<file path="config.mk">
export PLATFORM = sky130hd
export DESIGN_NAME = stopwatch_ctrl
export DESIGN_NICKNAME = d
export VERILOG_FILES = /design/src/rtl/stopwatch_ctrl.sv
export SDC_FILE = /design/constraint.sdc
export NUM_CORES = 1
export LEC_CHECK = 0
export BUFFER_PORTS_ARGS = -buffer_cell sky130_fd_sc_hd__buf_2
export CORE_MARGIN = 2
export CORE_UTILIZATION = 40
export DETAILED_ROUTE_END_ITERATION = 7
export SYNTH_ARGS = -nofsm -noshare
export SYNTH_HDL_FRONTEND = slang
export SYNTH_SLANG_ARGS = --single-unit
</file>
<file path="constraint.sdc">
create_clock -name clk -period 2.4 [get_ports clk]
set_clock_uncertainty 0.1 [all_clocks]
set_input_delay 0.36 -clock clk [delete_from_list [all_inputs] [get_ports clk]]
set_output_delay 0.36 -clock clk [all_outputs]
set_load 0.01 [all_outputs]
</file>
<file path="src/rtl/stopwatch_ctrl.sv">
// stopwatch_ctrl: stopwatch FSM (in: start/stop/lap/ovf; out: cnt_en, cnt_clr, freeze, state) plus 6-digit display scan (out: digit_idx, seg_sel)
module stopwatch_ctrl #(
  parameter int TICK_DIV = 10,
  parameter int SCAN_DIV = 4
) (
  input  logic       clk,
  input  logic       reset,
  input  logic       start,
  input  logic       stop,
  input  logic       lap,
  input  logic       ovf,
  output logic       cnt_en,
  output logic       cnt_clr,
  output logic       freeze,
  output logic [1:0] state,
  output logic [2:0] digit_idx,
  output logic [5:0] seg_sel
);
  localparam int PW = $clog2(TICK_DIV);
  localparam int SW = SCAN_DIV > 1 ? $clog2(SCAN_DIV) : 1;
  typedef enum logic [1:0] {IDLE = 2'b00, RUN = 2'b01, PAUSE = 2'b10, LAP = 2'b11} state_t;
  state_t        state_q, state_d;
  logic [PW-1:0] pre_q, pre_d;
  logic [SW-1:0] scan_q, scan_d;
  logic [2:0]    dig_q, dig_d;
  logic          start_q, stop_q, lap_q;
  logic          start_p, stop_p, lap_p, counting, pre_wrap, scan_wrap;
  always_comb begin
    start_p   = start & ~start_q;
    stop_p    = stop & ~stop_q;
    lap_p     = lap & ~lap_q;
    counting  = state_q == RUN || state_q == LAP;
    pre_wrap  = pre_q == PW'(TICK_DIV - 1);
    scan_wrap = scan_q == SW'(SCAN_DIV - 1);
    state_d   = state_q;
    case (state_q)
      IDLE:    state_d = start_p ? RUN : IDLE;
      RUN:     state_d = (ovf || stop_p) ? PAUSE : lap_p ? LAP : RUN;
      LAP:     state_d = (ovf || stop_p) ? PAUSE : lap_p ? RUN : LAP;
      default: state_d = stop_p ? IDLE : start_p ? RUN : PAUSE;
    endcase
    pre_d  = !counting ? (state_q == IDLE ? '0 : pre_q) : pre_wrap ? '0 : pre_q + 1'b1;
    scan_d = scan_wrap ? '0 : scan_q + 1'b1;
    dig_d  = !scan_wrap ? dig_q : dig_q == 3'd5 ? 3'd0 : dig_q + 3'd1;
  end
  always_ff @(posedge clk) begin
    if (reset) begin
      state_q <= IDLE;
      pre_q   <= '0;
      scan_q  <= '0;
      dig_q   <= '0;
      start_q <= 1'b1;
      stop_q  <= 1'b1;
      lap_q   <= 1'b1;
    end else begin
      state_q <= state_d;
      pre_q   <= pre_d;
      scan_q  <= scan_d;
      dig_q   <= dig_d;
      start_q <= start;
      stop_q  <= stop;
      lap_q   <= lap;
    end
  end
  always_comb begin
    cnt_en    = counting && pre_wrap && !ovf;
    cnt_clr   = state_q == IDLE;
    freeze    = state_q == LAP;
    state     = state_q;
    digit_idx = dig_q;
    seg_sel   = 6'b000001 << dig_q;
  end
endmodule
</file>
======== Yosys cells after proc, flatten, opt, wreduce, memory -nomap -nowiden ========
Cells that the tools add are included.
operators by class
  bitwise logic cells ..................... 6
  shift operators ......................... 1
  eq/ne operators ......................... 5
  reduce and logical (&&, ||, !) cells .... 8
  muxes and demuxes ....................... 12
  $add $sub $neg .......................... 3
operator list
  kind                   number
  $mux W2                6
  $mux W4                3
  $pmux W2 S3            1
  $shl A1 B3 Y6 const A  1
  $add A4 B1 Y4 const B  1
  $eq A2 B2 Y1 const B   2
  $eq A4 B4 Y1 const B   1
  $add A3 B1 Y3 const B  1
  $and A1 B1 Y1          3
  $eq A3 B3 Y1 const B   1
  $mux W3                1
  $not A1 Y1             3
  $add A2 B1 Y2 const B  1
  $eq A2 B1 Y1 const B   1
  $logic_and A1 B1 Y1    2
  $logic_not A2 Y1       1
  $logic_or A1 B1 Y1     2
  $reduce_bool A2 Y1     1
  $reduce_or A2 Y1       1
  $logic_not A1 Y1       1
  $mux W1                1
storage, ports and cells
  word-level logic and storage cells ...... 42
  register bits after elaboration ......... 14
  output and inout bits ................... 14
  bits of input ports ..................... 6

======== Logic depth before layout (Yosys ltp) ========
  depth in word-level cells ............... 5
  gate-level depth with buffers ........... 6
  depth with buffers taken out ............ 5

======== Least setup slack after synthesis ========
No wires, ideal clock.
  path kind ............................... register to register
  start ................................... register dig_q[0], in the netlist digit_idx[0]
  end ..................................... register dig_q[2], in the netlist digit_idx[2]
  library setup time ...................... 0.065 ns
  arrival ................................. 1.191 ns
  clock period less this slack ............ 1.356 ns
  cell stages (with the launch flop) ...... 7
  setup slack ............................. 1.044 ns
  path buffers ............................ 1
  cells stage by stage .................... dfxtp_1 -> buf_2 -> and2_1 -> ha_1 -> nand2b_1 -> o22ai_1 -> nor2b_1
between the ends
  longest elaborated chain between the ends .. 2
  elaborated cells on any way between the ends .. 3
  those cells by class .................... add/sub: 1; eq/ne: 1; mux: 1
RTL lines
  element                                               RTL line  RTL
  start: declaration                                    25        logic [2:0] dig_q, dig_d;
  start signal: assignment                              59        dig_q <= dig_d;
  $add A3 B1 Y3 / $eq A3 B3 Y1 (equally long branches)  44        dig_d = !scan_wrap ? dig_q : dig_q == 3'd5 ? 3'd0 : dig_q + 3'd1;
  $mux W3 (*)                                           44
Mark *: on every way between the ends. The rest lies on a longest branch, timed or not.
A chain may end at the register's enable or synchronous reset.

======== Worst setup path after layout ========
  start ................................... register pre_q[0]
  end ..................................... output cnt_en
between the ends
  longest elaborated chain between the ends .. 3
RTL lines
  element                            RTL line  RTL
  start: declaration                 23        logic [PW-1:0] pre_q, pre_d;
  start signal: assignment           57        pre_q <= pre_d;
  $eq A4 B4 Y1                       33        pre_wrap = pre_q == PW'(TICK_DIV - 1);
  $logic_and A1 B1 Y1 (2 in series)  66        cnt_en = counting && pre_wrap && !ovf;
  end: declaration                   12        output logic cnt_en,
No other way between the ends.

==> results.md <==
- Nets: 106
- Setup Buffers After CTS: 0
- Sinks on the clock net: 14
- TritonCTS clock tree: built
- Post-synthesis register bit count: 14
- Number of global-route vias before repair: 494
- RD Place Congestion: 0.744
- DRT iter0 DRCs: 7
- Tmin final: 1.70 ns
- Post-synth EDFFs: 0
- Measured slew at the worst slew-check pin: 0.393 ns
- Die width: 45.2 um
- Buffers on Ports: 19
- Fin. Hold Viols: 0
- FP Rows: 14
- Root buffer cell: clkbuf_4
- Syn nets: 85
- Most common library cell in the layout ignoring fill and taps: buf_2
- Post-DP HPWL: 900 um
- Most frequent cells in the layout: buf_2, dfxtp_1, nor2_1
- Post-synth cell types: 28
- CTS Buf Count: 3
- Die Y-Extent: 45.2 um
- Pleak: 0.364 nW
- DRC: 0
- All-Layer GR Usage: 14.2%
- Sum Neg Setup Slack: 0 ns
- CP endpoint kind: primary output
- CTS Hold Bufs: 0
- Clock slew at reported path FFs: 0.08 ns
- Total wire length: 1190 um
- Final hold slack: 0.180 ns
- Fraction of layout cells with a size suffix above 1: 29.5%
- Total gr overflow: 0
- Post-Synthesis Cell Area: 679 um^2
- First-pass GRT wire length: 2060 um
- Slew margin rel.: 73.8%
- Post-Syn Instances: 75
- Sequential share of the synthesized area: 41.3%
- Critical-path maximum fanout: 5
- Internal power: 0.000358 W
- Hold/Removal Path Class: input port to flip-flop
- Max Clk Rate: 587 MHz
- Flop pwr share: 54.5%
- ANT cells: 0
- Worst Path Required: 1.94 ns
- Maxcap violations: 0
- # H-tree levels: 1
- Status: complete, no violations
- Warnings, synthesis: 0
- Fillers: 152
- Final setup vio count: 0
- Mapped Avg Cell Area: 9.06 um^2
- Vias: 558
- Max rail drop VDD: 0.000289 V
- Critical path type: flip-flop to primary output
- Via/cell ratio: 5.03
- # IOs: 20
- Critical Path Source Type: flip-flop
- Switching part of the total power: 22.7%
- RSZ-0062 raised after global routing: false
- Total core area: 1540 um^2
- Layout area overhead: 19.9%
- FFs w/ async S/R, synth: 0%
- Psw: 0.000105 W
- Largest net degree at the start of global routing: 15
- Power per cell area: 568 nW/um^2
- Slew Viols, Final: 0
- Crit share post-route: 71.0%
- Post-CTS sizing: 0
- Initial antenna violation count: 0
- Die ar.: 2040 um^2
- Final ANT Viol Nets: 0
- Combinational power share: 9.5%
- Drt first pass iters: 2
- Data arrival, critical path: 1.24 ns
- Initial core utilization: 44.1%
- Clk_lat worst skew: 0.27 ns
- Top_reg_cell synth: dfxtp_1
- Clock tree buffer depth: 2
- Clock Power Share: 36.0%
- Routed length per placed instance: 10.7 um
==> synthesized netlist by cell type (2+ instances only) <==
cell	number	area share [%]
nand2b_1	4	3.7
nand3b_1	2	2.2
a21oi_1	4	2.9
a211oi_1	2	2.2
nor2b_1	6	5.5
nor3_1	3	2.2
nor3b_1	2	2.2
nand3_1	2	1.5
nand2_1	2	1.1
and2_1	3	2.8
inv_1	3	1.7
xnor2_1	2	2.6
or2_2	3	2.8
nor2_1	7	3.9
ha_1	4	7.4
dfxtp_1	14	41
==> sequential cells by signal (all words and copies together), names as in the netlist <==
| name | cells |
|---|---|
| state | 2 |
| pre_q | 4 |
| lap_q | 1 |
| digit_idx | 3 |
| scan_q | 2 |
| stop_q | 1 |
| start_q | 1 |
==> per-layer routing <==
metal | GRT usage [%] | routed length (um)
met2 | 20.6 | 565
met4 | 11.8 | 9
met1 | 18.2 | 541
met5 | 0 | 0
met3 | 2.40 | 71
==> through the flow <==
step / cell area [um^2] / util [%] / cells / power, W / worst slack, ns
CTS: 815 / 52.8 / 111 / 0.000471 / 0.678
global placement: 778 / 50.5 / 107 / 0.000302 / 1.02
global route: 815 / 52.8 / 111 / 0.000490 / 0.565
floorplan: 679 / - / 75 / 0.000288 / 1.04
detailed placement: 778 / 50.5 / 107 / 0.000302 / 0.992
finish: 815 / 52.8 / 111 / 0.000463 / 0.696
==> cell type report <==
class                   count  area, um^2  share of cell area [%]
flip-flops and latches     14         280                    34.4
multi-input cells          55         372                    45.6
inverters                   3        11.3                    1.38
well taps                  16        20.0                    2.46
clock buffers               4        36.3                    4.45
repair buffers             19        95.1                    11.7
==> critical path, cell delays in order, from the launching register on <==
cell	delay, ns
dfxtp_1	0.40
ha_1	0.19
nand3b_1	0.14
nor2_1	0.12
buf_2	0.13
==> worst paths after layout <==
path | to | slack, ns | start | cells past startpoint
worst min register to register | scan_q[0] | 0.34 | scan_q[0] | 1
worst max register to register | digit_idx[2] | 1.00 | digit_idx[0] | 5
worst max-delay path | cnt_en | 0.70 | pre_q[0] | 4
worst min-delay path | lap_q | 0.18 | lap | 2
==> power by group through the flow <==
| stage | sequential, W | clock, W | combinational (W) |
|---|---|---|---|
| floorplan | 0.000254 | 0 | 0.0000331 |
| global placement | 0.000257 | 0 | 0.0000441 |
| detailed placement | 0.000258 | 0 | 0.0000446 |
| CTS | 0.000252 | 0.000173 | 0.0000449 |
| global route | 0.000254 | 0.000185 | 0.0000508 |
| finish | 0.000252 | 0.000167 | 0.0000441 |
==> kinds of logic after synthesis <==
family / synth area share (%)
buf+inv: 4.05
fa+ha+maj: 7.37
xor+xnor: 2.58
mux: 1.47
compound gates: 12.9
flops: 41.3
simple gates: 30.4
Power figures use the tool's default switching activity.
